## config.mk

```make
export PLATFORM = sky130hd
export DESIGN_NAME = program_counter
export DESIGN_NICKNAME = d
export VERILOG_FILES = /design/src/rtl/program_counter.sv
export SDC_FILE = /design/constraint.sdc
export NUM_CORES = 1
export LEC_CHECK = 0
export CAP_MARGIN = 20
export CORE_MARGIN = 3
export CORE_UTILIZATION = 44
export CTS_CLUSTER_DIAMETER = 30
export DETAILED_ROUTE_END_ITERATION = 10
export PLACE_DENSITY = 0.84
export SYNTH_ARGS = -nofsm -noshare
export SYNTH_HDL_FRONTEND = slang
export SYNTH_SLANG_ARGS = --single-unit
export TNS_END_PERCENT = 30
```

## constraint.sdc

```tcl
create_clock -name clk -period 3.2 [get_ports clk]
set_input_delay 0.64 -clock clk [delete_from_list [all_inputs] [get_ports clk]]
set_output_delay 0.64 -clock clk [all_outputs]
set_load 0.05 [all_outputs]
```

## src/rtl/program_counter.sv

```systemverilog
// program_counter: WIDTH-bit PC with load/inc and optional DEPTH-entry return-address stack (PC_RETURN_STACK_EN).
// Latency: every control acts on the edge it is sampled; out is registered and valid after that edge.
// Backpressure: none; stack overflow/underflow requests are dropped and latched in sticky stack_err.
module program_counter #(
   parameter int                 WIDTH        = 16,
   parameter int                 DEPTH        = 8,
   parameter logic [WIDTH-1:0]   RESET_VECTOR = '0
) (
   input  logic             clk,
   input  logic             reset,
   input  logic [WIDTH-1:0] in,
   input  logic             load,
   input  logic             inc,
   input  logic             call,
   input  logic             ret,
   output logic [WIDTH-1:0] out,
   output logic             stack_full,
   output logic             stack_empty,
   output logic             stack_err
);

   logic [WIDTH-1:0] out_nxt;
   logic [WIDTH-1:0] out_plus1;

   assign out_plus1 = out + WIDTH'(1);

`ifdef PC_RETURN_STACK_EN

   localparam int             SPW     = $clog2(DEPTH + 1);
   localparam int             AW      = $clog2(DEPTH);
   localparam logic [SPW-1:0] SP_FULL = SPW'(DEPTH);

   logic [WIDTH-1:0] stk [DEPTH];
   logic [SPW-1:0]   sp;
   logic [SPW-1:0]   sp_nxt;
   logic [SPW-1:0]   sp_m1;
   logic [AW-1:0]    wr_idx;
   logic [AW-1:0]    rd_idx;
   logic             err_nxt;
   logic             push;

   // sp addresses the next free slot, so a push writes stk[sp] and a pop reads stk[sp-1]
   assign sp_m1  = sp - SPW'(1);
   assign wr_idx = sp[AW-1:0];
   assign rd_idx = sp_m1[AW-1:0];

   assign stack_full  = (sp == SP_FULL);
   assign stack_empty = (sp == '0);

   // next-state select: ret > call > load > inc > hold; only the winning request acts
   always_comb begin
      out_nxt = out;
      sp_nxt  = sp;
      err_nxt = stack_err;
      push    = 1'b0;
      if (ret) begin
         if (sp != '0) begin
            out_nxt = stk[rd_idx];
            sp_nxt  = sp_m1;
         end else begin
            err_nxt = 1'b1;
         end
      end else if (call) begin
         if (sp != SP_FULL) begin
            push    = 1'b1;
            out_nxt = in;
            sp_nxt  = sp + SPW'(1);
         end else begin
            err_nxt = 1'b1;
         end
      end else if (load) begin
         out_nxt = in;
      end else if (inc) begin
         out_nxt = out_plus1;
      end
   end

   // pc, stack pointer and sticky error register; reset discards any in-flight calls
   always_ff @(posedge clk) begin
      if (reset) begin
         out       <= RESET_VECTOR;
         sp        <= '0;
         stack_err <= 1'b0;
      end else begin
         out       <= out_nxt;
         sp        <= sp_nxt;
         stack_err <= err_nxt;
      end
   end

   // return-address storage; contents need no reset because sp gates every read
   always_ff @(posedge clk) begin
      if (push && !reset) begin
         stk[wr_idx] <= out_plus1;
      end
   end

`else

   logic unused_ret;

   // ret has no meaning without a stack and is deliberately ignored
   assign unused_ret  = ret;
   assign stack_full  = 1'b0;
   assign stack_empty = 1'b1;
   assign stack_err   = 1'b0;

   // next-state select: call degenerates to a plain jump, sharing load's priority slot
   always_comb begin
      out_nxt = out;
      if (call || load) begin
         out_nxt = in;
      end else if (inc) begin
         out_nxt = out_plus1;
      end
   end

   // pc register
   always_ff @(posedge clk) begin
      if (reset) begin
         out <= RESET_VECTOR;
      end else begin
         out <= out_nxt;
      end
   end

`endif

endmodule

```

==> qor.csv <==
stage;metric;value;unit
status;status;complete, no violations;
final_layout;area_delta_synth_final;40.5;%
clock_network;clock_latency;0.28;ns
route;ant_nets;0;
place;placed_cells;165;
floorplan;dieArea;2660;µm²
route;viasPerCell;5.36;
critical_path;cp_slowest_stage_delay;0.68;ns
floorplan;fp-row-count;15;
final_layout;largest_reg_flops;16;
sta;slew_viol_final;0;
sta;skew;0.00282;ns
synth;synth_top_cell_area_share;35.0;%
flow_run;cap_viol_max_count;0;
power_and_ir_drop;clkPwrFrac;20.7;%
synth;synth-seq-cells;16;
critical_path;crit_path_max_fanout;7;
clock_network;clk_transition_reported_paths;0.09;ns
critical_path;worstReg2RegEnd;out[15]$_SDFFE_PP0P_;
floorplan;core_area;1840;µm²
critical_path;cpLargestDelayFamily;simple AND/OR/NAND/NOR gates;
clock_network;cts_setup_buffers;0;
power_and_ir_drop;peakVddDrop;247;µV
place;postPlaceCellArea;1260;µm²
final_layout;top_regs;out: 16 flops;
clock_network;clock_sinks;16;
clock_network;htreeDepth;1;
hold_path;holdPathStages;2;
power_and_ir_drop;power_density;385;nW/µm²
final_layout;regMostFlops;out;
critical_path;worstSetupPathDepth;5;
clock_network;cts_buffer_depth;2;
power_and_ir_drop;power.share.switching;34.9;%
power_and_ir_drop;intPower;322;µW
global_route;grt_max_degree;17;
clock_network;cts_made_buffers;3;
floorplan;ios;41;
floorplan;die_w;51.6;µm
hold_path;hp-class;reg -> reg;
synth;yosysSeqAreaShare;35.0;%
critical_path;r2r_start;out[2]$_SDFFE_PP0P_;
synth;synth_area;915;µm²
place;dp_hpwl;1720;µm
critical_path;path_cells;clkdlybuf4s50_1, nand3_4, or3_1, or3_1, a311oi_1;
sta;tightest_slew;0.588;ns
global_route;grt_pass1_wl;3420;µm
synth;synth_top_area_cell;dfxtp_1;
critical_path;worst_path_most_repeated_cell;or3_1;
place;portBuffers;36;
final_layout;finalNonFillerCells;168;
floorplan;start_util;49.7;%
global_route;grt_overflow;0;
critical_path;worstSetupEndpoint;out[15]$_SDFFE_PP0P_;
critical_path;worst_setup_path_start_kind;input port;
sta;max-slew-margin-rel;60.7;%
power_and_ir_drop;p_comb_share;31.9;%
global_route;grtUsageTotal;17.0;%
clock_network;cts.repair.resized;0;
route;wirelength;2210;µm
route;drc;0;
sta;layout_min_cycle_time;2.26;ns
final_layout;stdcell_area;1280;µm²
sta;hold_viol_final;0;
route;first_pass_iters;4;
critical_path;crit_slowest_cell;clkdlybuf4s50_1;
critical_path;cp_data_arrival_time;2.44;ns
synth;synth_cell_types;28;
sta;hold_ws;0.541;ns
sta;fin_crit_sh;70.6;%
clock_network;hold_buffers;0;
global_route;antenna_found_initial;0;
critical_path;worst-path-buf-inv;1;
floorplan;chipHeight;51.6;µm
synth;synthCells;111;
route;initialDrtViolationCount;12;
final_layout;nets;168;
sta;fmax;443;MHz
sta;rsz0062_at_grt;false;
critical_path;worstSetupPathType;in -> reg;
synth;synth_area_leaders;dfxtp_1 35%, a211oi_1 9.0%, nor2_1 7.8%, xnor2_1 6.7%, nor4_1 4.8%;
final_layout;n_antenna_cell;0;
power_and_ir_drop;p_sw;173;µW
clock_network;cts_root_buf;clkbuf_4;
critical_path;crit_start;inc;
power_and_ir_drop;p_seq_share;47.4;%
final_layout;drive_above_1_share;6.99;%
critical_path;critical_path_required;3.38;ns
power_and_ir_drop;leakage;0.430;nW
synth;synth_warnings;0;
synth;synth_area_per_cell;8.24;µm²
global_route;grt_pass1_vias;769;
clock_network;cts_tree;built;
sta;tns;0;ns
critical_path;endpoint_kind;flip-flop;
sta;finalSetupViolations;0;
place;gp_congestion;0.767;
critical_path;r2r_setup_slack;1.33;ns
route;wire_per_inst;13.1;µm
critical_path;r2r_cells;4;
route;dr_total_vias;901;
==> tightest hold or removal path, delay by kind of cell (launching register included) <==
| kind | cells | cell delay [ns] |
|---|---|---|
| compound gates | 2 | 0.17 |
| flops | 1 | 0.33 |
==> power groups by stage <==
stage | combinational (mW) | sequential, mW | clock (mW)
after floorplan | 0.0514 | 0.286 | 0
after global placement | 0.156 | 0.238 | 0
after detailed placement | 0.158 | 0.239 | 0
after CTS | 0.159 | 0.235 | 0.107
after global routing | 0.166 | 0.237 | 0.116
final | 0.158 | 0.235 | 0.103
==> layout by cell type, fill, tap and decap left out, drive strengths merged, types with 3 or more instances in the layout <==
cell type       n
nand2           3
clkdlybuf4s50  36
a211oi         11
xnor2           7
or3             3
conb            3
nand4           5
dfxtp          16
nor2           19
nor3            4
clkbuf          3
xor2            3
nand3           7
nor4            7
and3            3
==> layout make-up <==
type                            instances  area, µm²
Clock buffer                            3       22.5
Multi-Input combinational cell         84        528
Tap cell                               25       31.3
Sequential cell                        16        320
Timing Repair Buffer                   38        375
Inverter                                2       7.51
Fill cell                             169        554
==> stage by stage <==
step                      total power [mW]  setup slack [ns]  utilization [%]
after detailed placement             0.397             0.642             68.6
final                                0.495             0.942             69.9
after global placement               0.394             0.709             68.6
after CTS                            0.500             0.938             69.9
after floorplan                      0.338              1.29                -
after global routing                 0.519             0.860             69.9
==> worst min-delay path by stage <==
stage / end / slack (ns) / start
2_1_floorplan: out[15]$_SDFFE_PP0P_ / 0.73 / out[15]$_SDFFE_PP0P_
3_3_place_gp: out[15]$_SDFFE_PP0P_ / 0.50 / out[15]$_SDFFE_PP0P_
3_5_place_dp: out[15]$_SDFFE_PP0P_ / 0.53 / out[15]$_SDFFE_PP0P_
4_1_cts: out[15]$_SDFFE_PP0P_ / 0.54 / out[15]$_SDFFE_PP0P_
5_1_grt: out[15]$_SDFFE_PP0P_ / 0.58 / out[15]$_SDFFE_PP0P_
6_report: out[15]$_SDFFE_PP0P_ / 0.54 / out[15]$_SDFFE_PP0P_
==> per-layer routing <==
| layer | part of all wire (%) | track usage, % |
|---|---|---|
| met1 | 45 | 19.9 |
| met2 | 50 | 30.3 |
| met3 | 4.9 | 4.01 |
| met4 | 0.63 | 5.24 |
| met5 | 0 | 0 |
==> synth_stat cells (all sizes together) <==
cell type and n:
conb 2, or3 3, inv 2, nor2 19
xor2 3, buf 6, mux2i 1, or4 2
xnor2 7, nor4 7, a211oi 11, and3 3
nand4 5, nand2 3, o21ai 2, nand3 7
dfxtp 16, clkbuf 4, nor3 4, a311oi 2
or2 1, ha 1
==> kinds of logic after synthesis <==
group | share of synthesized area [%]
buf+inv | 7.93
xor+xnor | 9.58
other cells | 0.821
mux | 1.09
simple gates | 32.1
fa+ha+maj | 1.37
flops | 35.0
compound gates | 12.0
Power figures use the tool's default switching activity.
